### src/rtl/hdb_pkg.sv
// Shared symbol codes and pipeline slot type for the HDBn line encoder.
package hdb_pkg;

  localparam logic [1:0] SYM_ZERO = 2'b00;
  localparam logic [1:0] SYM_ONE  = 2'b01;
  localparam logic [1:0] SYM_B    = 2'b10;
  localparam logic [1:0] SYM_V    = 2'b11;

  typedef struct packed {
    logic       valid;
    logic [1:0] code;
  } slot_t;

  localparam slot_t SLOT_EMPTY = '{valid: 1'b0, code: SYM_ZERO};

  // Only a real, unsubstituted zero may extend a run; empty, B and V slots break it.
  function automatic logic is_zero(slot_t s);
    return s.valid && (s.code == SYM_ZERO);
  endfunction

endpackage

### src/rtl/hdb_polarity.sv
// Output register for the encoder: maps an ejected slot to a tagged symbol and a bipolar pulse.
module hdb_polarity
  import hdb_pkg::*;
(
  input  logic       clk,
  input  logic       rst,
  input  logic       adv,
  input  logic       ej_valid,
  input  logic [1:0] ej_code,
  output logic       out_valid,
  output logic [1:0] out_sym,
  output logic       out_p,
  output logic       out_n
);

  logic last_pos;

  always_ff @(posedge clk or negedge rst) begin
    if (!rst) begin
      out_valid <= 1'b0;
      out_sym   <= SYM_ZERO;
      out_p     <= 1'b0;
      out_n     <= 1'b0;
      last_pos  <= 1'b0;
    end else begin
      out_valid <= 1'b0;
      out_sym   <= SYM_ZERO;
      out_p     <= 1'b0;
      out_n     <= 1'b0;
      if (adv && ej_valid) begin
        out_valid <= 1'b1;
        out_sym   <= ej_code;
        case (ej_code)
          SYM_ONE, SYM_B: begin
            out_p    <= ~last_pos;
            out_n    <= last_pos;
            last_pos <= ~last_pos;
          end
          // V deliberately repeats the previous polarity: that is the violation.
          SYM_V: begin
            out_p <= last_pos;
            out_n <= ~last_pos;
          end
          default: ;
        endcase
      end
    end
  end

endmodule

### src/rtl/hdbn_encoder.sv
// HDBn line encoder: W-slot substitution pipeline feeding the polarity output stage.
module hdbn_encoder
  import hdb_pkg::*;
#(
  parameter int N_ZEROS = 3,
  parameter int CNT_W   = 16
) (
  input  logic             clk,
  input  logic             rst,
  input  logic             in_valid,
  input  logic             in_data,
  input  logic             ami_mode,
  input  logic             flush,
  output logic             out_valid,
  output logic [1:0]       out_sym,
  output logic             out_p,
  output logic             out_n,
  output logic [CNT_W-1:0] v_count
);

  localparam int W = N_ZEROS + 1;

  slot_t [W-1:0] slots;
  slot_t         new_slot;
  logic          adv;
  logic          run_zero;
  logic          sub;
  logic          parity;

  assign adv = in_valid | flush;

  always_comb begin
    run_zero = 1'b1;
    for (int i = 0; i < W - 1; i++) begin
      if (!is_zero(slots[i])) run_zero = 1'b0;
    end
  end

  always_comb begin
    new_slot = SLOT_EMPTY;
    sub      = 1'b0;
    if (in_valid) begin
      if (in_data) begin
        new_slot = '{valid: 1'b1, code: SYM_ONE};
      end else if (!ami_mode && run_zero) begin
        sub      = 1'b1;
        new_slot = '{valid: 1'b1, code: SYM_V};
      end else begin
        new_slot = '{valid: 1'b1, code: SYM_ZERO};
      end
    end
  end

  // The oldest zero of the run lands in s[W-1] on this same shift, so B goes there.
  always_ff @(posedge clk or negedge rst) begin
    if (!rst) begin
      slots  <= '{default: SLOT_EMPTY};
      parity <= 1'b0;
    end else if (adv) begin
      slots <= {slots[W-2:0], new_slot};
      if (sub && !parity) slots[W-1] <= '{valid: 1'b1, code: SYM_B};
      if (in_valid && in_data) parity <= ~parity;
      else if (sub)            parity <= 1'b0;
    end
  end

  always_ff @(posedge clk or negedge rst) begin
    if (!rst) begin
      v_count <= '0;
    end else if (sub && !(&v_count)) begin
      v_count <= v_count + CNT_W'(1);
    end
  end

  hdb_polarity u_polarity (
    .clk      (clk),
    .rst      (rst),
    .adv      (adv),
    .ej_valid (slots[W-1].valid),
    .ej_code  (slots[W-1].code),
    .out_valid(out_valid),
    .out_sym  (out_sym),
    .out_p    (out_p),
    .out_n    (out_n)
  );

endmodule
### config.mk
export PLATFORM = sky130hd
export DESIGN_NAME = hdbn_encoder
export DESIGN_NICKNAME = d
export VERILOG_FILES = /design/src/rtl/hdb_pkg.sv /design/src/rtl/hdb_polarity.sv /design/src/rtl/hdbn_encoder.sv
export SDC_FILE = /design/constraint.sdc
export NUM_CORES = 1
export LEC_CHECK = 0
export CORE_UTILIZATION = 55
export DETAILED_ROUTE_END_ITERATION = 6
export PLACE_DENSITY = 0.83
export SYNTH_ARGS = -nofsm -noshare
export SYNTH_HDL_FRONTEND = slang
export SYNTH_SLANG_ARGS = --single-unit
### constraint.sdc
create_clock -name clk -period 4.15 [get_ports clk]
set_input_delay 0.83 -clock clk [delete_from_list [all_inputs] [get_ports clk]]
set_output_delay 0.83 -clock clk [all_outputs]
set_load 0.005 [all_outputs]
[Yosys cells after proc, flatten, opt, wreduce, memory -nomap -nowiden]
Cells that the tools add are included.
Operators by class
  add/sub/neg operators: 1
  multiply operators: 0
  div/mod/pow operators: 0
  $lt $le $gt $ge: 0
  equality and inequality tests: 3
  shift operators: 0
  mux-type cells: 18
  bitwise logic cells: 3
  reductions and logical operators: 19
Operators by type and width (number)
  $add 16x1->16 const B: 1
  $reduce_and 16->1: 1
  $mux 1: 11
  $logic_and 1x1->1: 8
  $logic_not 2->1: 3
  $mux 2: 3
  $mux 3: 2
  $eq 2x2->1 const B: 2
  $pmux 1 s2: 2
  $reduce_and 2->1: 2
  $logic_not 1->1: 3
  $eq 2x1->1 const B: 1
  $not 1->1: 2
  $reduce_bool 2->1: 1
  $reduce_or 2->1: 1
  $or 1x1->1: 1
Word-level totals
  flip-flop bits (word level): 35
  latch bits: 0
  bits in writable memories: 0
  memory bits (read-only): 0
  input bits: 6
  output and inout bits: 21
  logic and storage cells: 59
  memories kept: 0

[Longest topological paths before layout]
Gate-level depths: netlist of the first run.
  word-level depth: 11
  depth in mapped cells: 7
  gate-level depth less buffers: 6

[Cells and area by module]
A second synthesis of the first run with hierarchy kept.
Second synthesis, totals
  cells, all modules: 127
  area, all modules: 1645.3 um2
Modules (own cells, without submodules)
  hdbn_encoder: times used 1, cells an instance 110, area an instance 1421.4 um2, seq. area each 725.7 um2
  hdb_polarity: times used 1, cells an instance 17, area an instance 224.0 um2, seq. area each 150.1 um2

[Least setup slack after synthesis of the first run]
Ideal clock, no wire load.
  kind: input -> register
  start: in ami_mode
  end: reg v_count[1]
  library setup time: 125 ps
  arrival time: 1889 ps
  path slack: 2136 ps
  stages on the path: 5
  path buffers: 1
  cells stage by stage: or2b_1 -> nor4_2 -> o21a_1 -> buf_6 -> mux2_2
On the way
  longest elaborated chain between the ends: 6
RTL lines
  start: declaration: RTL line hdbn_encoder.sv:12  | input logic ami_mode,
  $logic_not 1->1: RTL line hdbn_encoder.sv:45  | end else if (!ami_mode && run_zero) begin
  $logic_and 1x1->1: RTL line hdbn_encoder.sv:45
  $mux 1: RTL line hdbn_encoder.sv:45
  $mux 1: RTL line hdbn_encoder.sv:43  | if (in_data) begin
  $mux 1: RTL line hdbn_encoder.sv:42  | if (in_valid) begin
  $logic_and 1x1->1: RTL line hdbn_encoder.sv:70  | end else if (sub && !(&v_count)) begin
  end signal: assignment: RTL line hdbn_encoder.sv:71  | v_count <= v_count + CNT_W'(1);
  end: declaration: RTL line hdbn_encoder.sv:18  | output logic [CNT_W-1:0] v_count
No other way between the ends.
A chain may end at the register's enable or synchronous reset.

[Worst setup path in the final report of the first run]
  start: in in_valid
  end: reg v_count[1]
On the way
  longest elaborated chain between the ends: 2
RTL lines
  start: declaration: RTL line hdbn_encoder.sv:10  | input logic in_valid,
  $mux 1: RTL line hdbn_encoder.sv:42
  $logic_and 1x1->1: RTL line hdbn_encoder.sv:70
No other way between the ends.

==> flow_summary.toml, run 1 <==
[outcome]
status = "finished, final reports clean"

[worst_setup_path]
crit_path_end_kind = "flop"
arrival_ns = 2.55
cp_slowest_cell = "clkdlybuf4s50_1"
slowest_delay_ns = 0.54
cp_cell_sequence = "clkdlybuf4s50_1 -> or2b_1 -> nor4_2 -> o21a_1 -> mux2_2"
cp_num_buf_inv = 1
critical_path_class = "in -> reg"
critPathTopFamily = "buffers and inverters"
crit_path_start_kind = "input pin"
required_ns = 4.39
crit_fanout = 9

[route]
drt_iter0_drc = 14
dr_total_vias = 1074
finalWirelength_mm = 2.79
post-route-drc-count = 0
antenna_left = 0
viasPerCell = 5.62
drtPass1Iterations = 4
wire_per_inst_um = 14.6

[clock_network]
clk_pin_slew_ns = 0.10
cts.hold.buffers_added = 0
post-cts-setup-buffers = 0
cts.path.max_buffers = 2
htree_levels = 2
ctsResizeCount = 0
worst_skew_pair.late_latency_ns = 0.34
clockRootBuffer = "clkbuf_4"
cts_buffers = 5
cts_sinks = 35
cts_tree = "built"

[floorplanning]
ioPinCount = 27
die-area_mm2 = 0.00304
start_util_pct = 60.6
core_area_mm2 = 0.00257
die_h_um = 55.2
fp-row-count = 18
fp.dieW_um = 55.2

[logic_synthesis]
yosys-top-cells-area = "dfrtp_1 56%, mux2_2 7.2%, xnor2_1 5.6%"
netlist_instances = 128
ys_top_cells_by_count = "35 x dfrtp_1, 16 x nand2_1, 10 x mux2_2, 10 x xnor2_1, 8 x nor2_1"
synthDistinctLibCells = 30
ys_seq_area_share_pct = 56.3
synth_top_area_share_pct = 56.3
synth-seq-cells = 35
syn-num-nets = 136
syn_area_mm2 = 0.00156
yosysWarnings = 0
synth.largest_area_cell = "dfrtp_1"
synth_most_common_cell = "dfrtp_1"
synthFlopType = "dfrtp_1"
synthArstFlopShare_pct = 100
synth_enable_flop_cells = 0
avgSynthCellArea_um2 = 12.2

[sta]
fin_setup_tns_ns = 0
worstMarginPinSlew_ns = 0.870
slew_violations = 0
setup_ws_ns = 1.84
setup_viol = 0
relSlewSlack_pct = 41.8
fin_crit_ns = 2.31
timing.final.crit_share_pct = 55.7
fmax_ghz = 0.432
hold_viol_final = 0
rsz0062_at_grt = "false"
finClkSkew_ns = 0.00830

[power]
peakVddDrop_mv = 0.291
finalPower_w = 0.000715
power_density_mw_per_mm2 = 373
p_leak_nw = 0.901

[placed_design]
placedCellCount = 183
hpwl_mm = 2.02
gp_congestion = 0.800
port_buffers = 26
pre_cts_slack_ns = 1.48

[global_route]
track_usage_pct = 21.9
grt_pass1_vias = 987
grt_pass1_wl_mm = 4.41
antenna_found_initial = 0
grt_max_degree = 36
grt-ovfl-total = 0

[cells_and_area]
nets = 168
area_growth_pct = 23.1
fin_cells = 191
drive_gt1_share_pct = 16.8
diodes = 0
fillCellCount = 187

[job]
drv_cap = 0

[hold_path]
hold_class = "reg -> reg"
[power breakdown]
| part | leakage (nW) | internal, W | switching, W |
|---|---|---|---|
| clock network | 0.0386 | 0.0000997 | 0.000111 |
| registers | 0.461 | 0.000372 | 0.0000280 |
| logic | 0.401 | 0.0000628 | 0.0000418 |
[metal layers]
layer | share of wire, % | vias to the layer above | track usage (%) | wire [µm]
met5 | 0 | - | 0 | 0
met4 | 2.2 | 0 | 11.3 | 60
met3 | 4.8 | 7 | 6.01 | 135
met2 | 49 | 35 | 33.1 | 1350
met1 | 44 | 529 | 28.5 | 1240
li1 | - | 503 | - | -
[registers in the layout, indices dropped and copies added (netlist names)]
name and flops:
v_count 16, slots 12, u_polarity.out_sym 2, parity 1, u_polarity.last_pos 1, u_polarity.out_n 1
u_polarity.out_p 1, u_polarity.out_valid 1
[area by class of cell]
type	count	area, µm²	area share, %
timing repair buffer	27	268	14.0
inverter	2	7.51	0.392
sequential	35	876	45.8
clock buffer	8	68.8	3.59
tap	30	37.5	1.96
multi-input combinational	89	657	34.3
[per-stage QoR]
stage	utilization, %	hold WS, ns	area, µm²
after CTS	74.6	0.505	1910
after global routing	74.6	0.519	1910
after detailed placement	71.9	0.482	1850
after floorplan	-	0.457	1560
final	74.6	0.503	1910
after global placement	71.9	0.484	1850
[placed cells by master, fill, tap and decap left out, types with 2 or more instances in the layout]
master           synthesis  routed
o21ai_0                  3       3
xnor2_1                 10      10
or2b_1                   2       2
xor2_1                   6       6
or4b_4                   2       2
and3_1                   2       2
nor2_1                   8       8
mux2i_1                  2       2
dfrtp_1                 35      35
ha_1                     2       2
mux2_2                  10      10
clkbuf_4                 0       5
nand3_1                  5       5
inv_1                    2       2
nand4_1                  3       3
nor3_1                   3       3
and3_2                   2       2
clkdlybuf4s50_1          0      26
and2_1                   3       3
clkbuf_8                 0       2
nand2_1                 16      16
[logic make-up (layout without fill, tap and decap cells)]
logic type | count (synthesis) | after routing | share of synthesized area [%]
DFF | 35 | 35 | 56.3
buffers and inverters | 4 | 37 | 1.45
and+or+nand+nor | 52 | 52 | 19.9
xor gates and xnor gates | 16 | 16 | 9.01
AOI/OAI and AO/OA | 7 | 7 | 3.22
adders and majority gates | 2 | 2 | 1.61
muxes | 12 | 12 | 8.53
[final timing paths]
path	from	slack, ns	cells after the start	end
max	in_valid	1.84	5	v_count[1]$_DFFE_PN0P_
min reg2reg	v_count[15]$_DFFE_PN0P_	0.50	1	v_count[15]$_DFFE_PN0P_
min	v_count[15]$_DFFE_PN0P_	0.50	1	v_count[15]$_DFFE_PN0P_
min in group asynchronous	rst	0.88	2	u_polarity.out_valid$_DFF_PN0_
max in group asynchronous	rst	2.96	2	slots[4]$_DFFE_PN0N_
max reg2reg	slots[6]$_DFFE_PN0N_	2.03	4	v_count[1]$_DFFE_PN0P_
No activity file was read; power rests on OpenSTA's default activity.
==> inputs of run 2 (changes only) <==
--- a/config.mk
+++ b/config.mk
@@ -5,9 +5,9 @@
 export SDC_FILE = /design/constraint.sdc
 export NUM_CORES = 1
 export LEC_CHECK = 0
-export CORE_UTILIZATION = 55
+export CORE_UTILIZATION = 51
 export DETAILED_ROUTE_END_ITERATION = 6
-export PLACE_DENSITY = 0.83
+export PLACE_DENSITY = 0.77
 export SYNTH_ARGS = -nofsm -noshare
 export SYNTH_HDL_FRONTEND = slang
 export SYNTH_SLANG_ARGS = --single-unit
==> constraint.sdc (replaced) <==
create_clock -name clk -period 2.3 [get_ports clk]
set_input_delay 0.46 -clock clk [delete_from_list [all_inputs] [get_ports clk]]
set_output_delay 0.46 -clock clk [all_outputs]
set_load 0.005 [all_outputs]
==> flow_summary.toml, run 2 (synthesized netlist as in run 1, its figures left out) <==
[outcome]
status = "finished with violations"
violations = "design-rule violations"

[cells_and_area]
area_growth_pct = 24.6
layout_common_cells = "35 x dfrtp_1, 26 x clkdlybuf4s50_1, 16 x nand2_1, 10 x mux2_2, 10 x xnor2_1"
top_regs = "v_count (16), slots (12), u_polarity.out_sym (2)"
layout_commonest_cell = "dfrtp_1"
seq_area_um2 = 876
largest_reg_flops = 16
nets = 171
fillCellCount = 224
drive_gt1_share_pct = 18.3
diodes = 0
fin_cells = 195
regMostFlops = "v_count"
multi_input_area_um2 = 657

[worst_setup_path]
crit_path_start_kind = "flop"
cp_slowest_cell = "or4b_4"
required_ns = 2.53
cp_num_buf_inv = 1
critPathTopFamily = "simple AND/OR/NAND/NOR gates"
arrival_ns = 2.38
crit_fanout = 7
critical_path_class = "reg -> reg"
crit_path_end_kind = "flop"
cp_cell_sequence = "or4b_4 -> nor4_2 -> o21a_1 -> buf_4 -> nand4b_2 -> xnor2_1"
slowest_delay_ns = 0.58

[sta]
worstMarginPinSlew_ns = 0.434
hold_viol_final = 0
relSlewSlack_pct = 71.0
holdWs_ns = 0.497
timing.final.crit_share_pct = 93.7
rsz0062_at_grt = "false"
setup_viol = 0
fin_crit_ns = 2.15
finClkSkew_ns = 0.00590
fin_setup_tns_ns = 0
fmax_ghz = 0.464
slew_violations = 0
setup_ws_ns = 0.145

[route]
antenna_left = 0
dr_total_vias = 1080
drtPass1Iterations = 7
post-route-drc-count = 2
finalWirelength_mm = 2.89
viasPerCell = 5.54
wire_per_inst_um = 14.8
drt_iter0_drc = 15

[job]
drv_cap = 0

[floorplanning]
fp-row-count = 19
core_area_mm2 = 0.00283
die_h_um = 57.2
die-area_mm2 = 0.00327
start_util_pct = 55.0
ioPinCount = 27
fp.dieW_um = 57.2

[global_route]
grt_pass1_vias = 1081
grt_max_degree = 36
grt_pass1_wl_mm = 4.87
antenna_found_initial = 0
grt-ovfl-total = 0
track_usage_pct = 20.2

[placed_design]
gp_congestion = 0.841
hpwl_mm = 2.08
port_buffers = 26
pre_cts_slack_ns = 0.00450
placedCellCount = 187

[clock_network]
ctsResizeCount = 0
post-cts-setup-buffers = 0
cts_sinks = 35
clockRootBuffer = "clkbuf_4"
htree_levels = 2
cts.hold.buffers_added = 0
cts_buffers = 5
cts.path.max_buffers = 2
cts_tree = "built"
worst_skew_pair.late_latency_ns = 0.34
clk_pin_slew_ns = 0.10

[power]
peakVddDrop_mv = 0.547
power_density_mw_per_mm2 = 667
p_leak_nw = 0.916
finalPower_w = 0.00129

[hold_path]
hold_class = "reg -> reg"
## run 2: area by class of cell
cell class / count / share of cell area (%)
clock buffer: 8 / 3.55
inverter: 2 / 0.387
multi-input combinational: 89 / 33.9
sequential: 35 / 45.2
tap: 31 / 2.00
timing repair buffer: 30 / 15.0
## run 2: layer usage
metal / track usage (%) / routed length (µm) / share of wire [%]
met4: 11.5 / 57 / 2.0
met2: 31.9 / 1390 / 48
met1: 25.6 / 1290 / 45
met5: 0 / 0 / 0
met3: 4.99 / 154 / 5.3
## run 2: path summary, 6_finish.rpt
path	from	endpoint	slack (ns)	depth (start not counted)
max	slots[6]$_DFFE_PN0N_	v_count[10]$_DFFE_PN0P_	0.15	6
max in group asynchronous	rst	slots[11]$_DFFE_PN0N_	1.47	2
max reg2reg	slots[6]$_DFFE_PN0N_	v_count[10]$_DFFE_PN0P_	0.15	6
min in group asynchronous	rst	u_polarity.out_sym[1]$_DFF_PN0_	0.52	2
min reg2reg	v_count[15]$_DFFE_PN0P_	v_count[15]$_DFFE_PN0P_	0.50	1
min	v_count[15]$_DFFE_PN0P_	v_count[15]$_DFFE_PN0P_	0.50	1
## run 2: where the power goes
group          switching, W  total, W  internal, W
sequential        0.0000503  0.000721     0.000671
combinational     0.0000755  0.000190     0.000115
clock              0.000201  0.000381     0.000180
## run 2: through the flow
step / area (µm²) / util, %
after floorplan: 1560 / -
after global placement: 1870 / 66.1
after detailed placement: 1870 / 66.1
after CTS: 1940 / 68.5
after global routing: 1940 / 68.5
final: 1940 / 68.5
==> inputs of run 3 (changes only) <==
--- a/config.mk
+++ b/config.mk
@@ -5,6 +5,7 @@
 export SDC_FILE = /design/constraint.sdc
 export NUM_CORES = 1
 export LEC_CHECK = 0
+export CAP_MARGIN = 25
 export CORE_UTILIZATION = 51
 export DETAILED_ROUTE_END_ITERATION = 6
 export PLACE_DENSITY = 0.77
==> results of run 3 <==
The final DEF is identical to that of run 2; final timing and power are the same.
